--- config.mk ---
export PLATFORM = sky130hd
export DESIGN_NAME = qnigma_poly1305_mac
export DESIGN_NICKNAME = d
export VERILOG_FILES = /design/src/rtl/qnigma_poly1305_mac.sv
export SDC_FILE = /design/constraint.sdc
export NUM_CORES = 2
export LEC_CHECK = 0
export BUFFER_PORTS_ARGS = -buffer_cell sky130_fd_sc_hd__buf_2
export CAP_MARGIN = 40
export CORE_AREA = 8 8 446 448
export CTS_BUF_LIST = sky130_fd_sc_hd__clkbuf_4
export DETAILED_ROUTE_END_ITERATION = 6
export DIE_AREA = 0 0 454 456
export PLACE_DENSITY_LB_ADDON = 0.08
export SLEW_MARGIN = 20
export SYNTH_ARGS = -nofsm -noshare
export SYNTH_HDL_FRONTEND = slang
export SYNTH_SLANG_ARGS = --single-unit
--- constraint.sdc ---
create_clock -name clk -period 10.2 [get_ports clk]
set_input_delay 0.51 -clock clk [delete_from_list [all_inputs] [get_ports clk]]
set_output_delay 0.51 -clock clk [all_outputs]
set_load 0.005 [all_outputs]
--- src/rtl/qnigma_poly1305_mac.sv ---
// Streaming Poly1305 authenticator: gathers 16-byte blocks, drives the shared
// field ALU for acc = (acc + blk) * r mod 2^130-5, and emits acc + s as the tag.
module qnigma_poly1305_mac #(
    parameter int W = 256
) (
    input  logic         clk,
    input  logic         rst,
    input  logic [7:0]   din,
    input  logic         vin,
    input  logic         sof,
    input  logic         eof,
    output logic         cts,
    output logic         lst,
    input  logic [255:0] key,
    output logic [W-1:0] alu_opa,
    output logic [W-1:0] alu_opb,
    output logic         alu_add,
    output logic         alu_mul,
    output logic         alu_cal,
    input  logic [W-1:0] alu_res,
    input  logic         alu_rdy,
    output logic [127:0] tag,
    output logic         tag_val
);
    localparam logic [127:0] CLAMP = 128'h0ffffffc0ffffffc0ffffffc0fffffff;

    typedef enum logic [1:0] {COLLECT, ADD, MUL, FINAL} state_t;

    state_t         state;
    state_t         nxt;
    logic [4:0]     cnt;
    logic [127:0]   data;
    logic [W-1:0]   acc;
    logic [W-1:0]   tmp;
    logic [127:0]   r;
    logic [127:0]   s;
    logic           last;
    logic           pend;
    logic [127:0]   r_raw;
    logic [127:0]   r_key;
    logic [127:0]   s_key;
    logic [127:0]   sum;
    logic [127:0]   tag_nx;
    logic [128:0]   blk;
    logic [3:0]     pos;
    logic           take;
    logic           done;
    logic           rdy_ok;

    always_comb begin
        r_raw  = '0;
        s_key  = '0;
        tag_nx = '0;
        for (int i = 0; i < 16; i++) begin
            r_raw[8*i +: 8]       = key[255-8*i -: 8];
            s_key[8*i +: 8]       = key[127-8*i -: 8];
            tag_nx[127-8*i -: 8]  = sum[8*i +: 8];
        end
    end

    assign r_key  = r_raw & CLAMP;
    assign sum    = acc[127:0] + s;
    assign take   = (state == COLLECT) && vin;
    assign pos    = sof ? 4'd0 : cnt[3:0];
    assign done   = take && (pos == 4'd15 || eof);
    assign lst    = done;
    assign cts    = (state == COLLECT);
    assign rdy_ok = alu_rdy && pend;
    // cnt holds the byte count n here, so the pad lands at bit 8n
    assign blk    = {1'b0, data} | (129'd1 << {cnt, 3'b000});

    always_comb begin
        nxt     = state;
        alu_cal = 1'b0;
        alu_add = 1'b0;
        alu_mul = 1'b0;
        alu_opa = '0;
        alu_opb = '0;
        unique case (state)
            COLLECT: begin
                if (done) nxt = ADD;
            end
            ADD: begin
                alu_add = 1'b1;
                alu_cal = !pend;
                alu_opa = acc;
                alu_opb = {{(W-129){1'b0}}, blk};
                if (rdy_ok) nxt = MUL;
            end
            MUL: begin
                alu_mul = 1'b1;
                alu_cal = !pend;
                alu_opa = tmp;
                alu_opb = {{(W-128){1'b0}}, r};
                if (rdy_ok) nxt = last ? FINAL : COLLECT;
            end
            FINAL: begin
                nxt = COLLECT;
            end
            default: begin
                nxt = COLLECT;
            end
        endcase
    end

    always_ff @(posedge clk or negedge rst) begin
        if (!rst) begin
            state   <= COLLECT;
            cnt     <= '0;
            data    <= '0;
            acc     <= '0;
            tmp     <= '0;
            r       <= '0;
            s       <= '0;
            last    <= 1'b0;
            pend    <= 1'b0;
            tag     <= '0;
            tag_val <= 1'b0;
        end else begin
            state   <= nxt;
            tag_val <= 1'b0;
            if (alu_cal) pend <= 1'b1;
            else if (rdy_ok) pend <= 1'b0;
            if (take) begin
                if (sof) begin
                    acc  <= '0;
                    r    <= r_key;
                    s    <= s_key;
                    data <= {120'b0, din};
                    cnt  <= 5'd1;
                end else begin
                    data[{pos, 3'b000} +: 8] <= din;
                    cnt <= cnt + 5'd1;
                end
                if (done) last <= eof;
            end
            if (state == ADD && rdy_ok) tmp <= alu_res;
            if (state == MUL && rdy_ok) begin
                acc  <= alu_res;
                cnt  <= '0;
                data <= '0;
            end
            if (state == FINAL) begin
                tag     <= tag_nx;
                tag_val <= 1'b1;
            end
        end
    end
endmodule

==> summary.md <==
| Metric | Value |
|---|---|
| Synth Area in Simple Gates | 0.05976 |
| Dpl ws | 5.395 ns |
| Power per Cell Area | 308.6 nW/um2 |
| Post-synth cell types | 89 |
| Max Freq | 0.1931 GHz |
| Setup Skew | 0.1479 ns |
| Largest family of logic cells by synthesized area | compound AO/OA/AOI/OAI gates |
| Synth async-reset ratio | 1.000 |
| Fin area | 71780 um2 |
| Setup Viol. Count Final | 0 |
| Vias in the first global route | 48002 |
| Met3 Use GR | 0.05240 |
| Xor-xnor portion of the synthesized cell area | 0.02016 |
| Die W | 454 um |
| Core Rows | 161 |
| FILL cells | 19432 |
| Die height | 456 um |
| Worst setup path class | register to output port |
| Post-CTS setup buffers | 0 |
| Final WL | 230.4 mm |
| Rel. slew slack | 0.1478 |
| WP data arrival | 4.67 ns |
| Adder-cell share of the synthesized area | 0.03540 |
| Total number of H-tree levels | 5 |
| CTS tree | yes |
| Least-Margin Pin Slew | 1.278 ns |
| Area of the mapped netlist | 50390 um2 |
| Grt met1 use | 0.2528 |
| Post-route minimum period | 5.178 ns |
| RSZ-0062 raised after global routing | false |
| Total number of vias | 44719 |
| Required @ worst endpoint | 9.69 ns |
| Number of port buffers | 1022 |
| GPL Wtd Cong | 0.8304 |
| Setup TNS | 0 ns |
| CTS Hold Buffers Added | 1003 |
| Via density | 4.857 |
| Initial Util | 0.2631 |
| Post-synth EDFFs | 0 |
| Layout Nets | 7140 |
| Synthesized area per cell | 11.57 um2 |
| DP HPWL | 166.9 mm |
| Fraction of layout cells with a size suffix above 1 | 0.3305 |
| Max Slew Vio Count | 0 |
| DRC | 0 |
| Number of top-level pins | 1172 |
| Compound-cell area share of the yosys netlist | 0.1999 |
| Initial antenna violation count | 49 |
| Largest net degree at the start of global routing | 167 |
| Busiest grt layer | met2 |
| Setup crit start kind | register |
| CTS Buffer Depth | 4 |
| Synth Warn # | 0 |
| Synth Instances | 4355 |
| Final Hold Viols | 0 |
| Critical path peak fanout | 61 |
| DRT iter0 DRCs | 2390 |
| Avg WL per Cell | 25.02 um |
| Worst-skew pair later-pin latency | 1.37 ns |
| FF+latch count, synth | 1012 |
| Grt met2 use | 0.3682 |
| Clock transition at path regs | 0.06 ns |
| Final WS setup | 5.022 ns |
| Total Routing Usage GR | 0.2140 |
| TritonCTS Buffers | 329 |
| Layout Area Growth over Synthesis | 42.43% |
| LEAKAGE | 0.03384 uW |
| Total Die Area | 207000 um2 |
| Root Buffer | clkbuf_4 |
| Placed Instance Area | 57900 um2 |
| # clock sinks | 1012 |
| Status | complete, no violations |
| Peak VDD IR | 0.0001777 V |
| HP Class | input pin to register |
| MaxCap Viol Count | 0 |
| Post-synth top flop | dfrtp_1 |
| Register area share after synthesis | 0.5025 |
| Post-DRT Antenna Nets | 0 |
| First-pass DRT Iterations | 5 |
| Global route overflow | 0 |
| Post-synthesis mux area share | 0.1358 |
| Final Cycle Share | 0.5077 |
| Post-cts sizing count | 0 |
| Core area | 191600 um2 |
| Crit end category | output port |
| First-pass GRT wire length | 333.8 mm |
power breakdown:
part           switching [uW]  internal [uW]
sequential               1250           5800
clock                    1920           2070
combinational            6280           4840
cell families after synthesis:
family / count (synthesis)
adders and majority gates: 142
DFF: 1012
other: 1
xor gates and xnor gates: 116
and+or+nand+nor: 643
buffers and inverters: 491
muxes: 609
AOI/OAI and AO/OA: 1341
cell usage after synthesis (all sizes together) (13+ instances only):
cell	count	area share
and2	16	0.0020
o21bai	34	0.0051
nor2	142	0.011
xor2	43	0.0075
dfrtp	1012	0.50
and3	28	0.0035
nand4	64	0.0082
buf	165	0.022
xnor2	73	0.013
nand2	258	0.019
mux2	598	0.13
inv	52	0.0039
o211ai	13	0.0021
nor2b	13	0.0016
o31ai	18	0.0029
clkbuf	274	0.020
a31oi	30	0.0037
nand3	35	0.0036
o21a	25	0.0037
a21o	57	0.0085
ha	141	0.035
o21ai	167	0.017
nor3	38	0.0038
a22o	686	0.12
a21oi	238	0.024
worst max-delay path: stages, from the launching register on:
cell     delay [ns]
dfrtp_1        0.45
inv_1          0.10
ha_1           0.79
and2_4         0.31
buf_4          0.37
buf_4          0.73
a22o_1         0.34
buf_2          0.18
sequential cells by signal, summed over array words and instances, names as in the netlist:
register,count
pend,1
s,128
cnt,5
tag_val,1
state,2
r,106
data,128
last,1
tmp,256
acc,256
tag,128
worst paths after layout:
kind | from | end | slack (ns) | depth (start not counted)
min in group asynchronous | rst | tmp[156]$_DFFE_PN0P_ | 0.38 | 4
max in group asynchronous | rst | s[85]$_DFFE_PN0P_ | 8.10 | 5
hold / removal | alu_res[58] | acc[58]$_DFFE_PN0P_ | 0.15 | 3
setup reg to reg | acc[0]$_DFFE_PN0P_ | tag[0]$_DFFE_PN0P_ | 5.41 | 15
setup / recovery | state[0]$_DFFE_PN0P_ | alu_opa[113] | 5.02 | 7
hold reg to reg | tag[7]$_DFFE_PN0P_ | tag[7]$_DFFE_PN0P_ | 0.48 | 1
cells in the final DEF, fill, tap and decap left out, types with 13 or more instances in the layout:
cell type	synthesis	final
nand2_1	258	258
and3_1	28	26
mux2_2	598	598
diode_2	0	36
ha_1	141	140
xor2_1	43	43
a21oi_1	237	235
clkbuf_4	0	452
clkinv_1	0	42
dfrtp_1	1012	1012
nor2b_1	13	13
nor3_1	38	38
o21ai_0	161	161
buf_4	127	39
nor2_1	142	141
conb_1	1	127
nand4_1	62	62
and2_1	15	13
a22o_1	686	686
buf_2	12	1026
dlygate4sd3_1	0	1002
a21o_1	57	57
inv_1	52	52
a31oi_1	30	29
o31ai_1	16	16
nand3_1	34	33
xnor2_1	73	73
buf_12	0	16
o21a_1	25	25
o21bai_1	34	34
cell type report:
type	instances	area [um2]	share of cell area
sequential	1012	25320	0.3528
multi-input combinational	2978	23270	0.3242
timing repair buffer	2099	16080	0.2240
clock buffer	450	3378	0.04706
tap	2526	3161	0.04403
clock inverter	54	285.3	0.003974
inverter	52	195.2	0.002719
antenna	36	90.09	0.001255
stage by stage:
step | utilization | hold slack [ns] | total power [uW] | instances
after floorplan | - | 0.2144 | 13560 | 4481
after global placement | 0.3003 | 0.4609 | 17820 | 7633
after detailed placement | 0.3022 | 0.4736 | 17930 | 7658
after CTS | 0.3739 | 0.003348 | 22460 | 9165
after global routing | 0.3746 | 0.01198 | 23720 | 9197
final | 0.3747 | 0.1453 | 22150 | 9207
metal layers:
| metal | part of all wire | wire [um] | vias up |
|---|---|---|---|
| met1 | 0.40 | 92870 | 22406 |
| met2 | 0.49 | 113500 | 1403 |
| met4 | 0.047 | 10900 | 4 |
| met5 | 0.00010 | 23 | - |
| li1 | - | - | 20440 |
| met3 | 0.057 | 13100 | 466 |
Note: power is estimated with default switching activity, not from simulation.
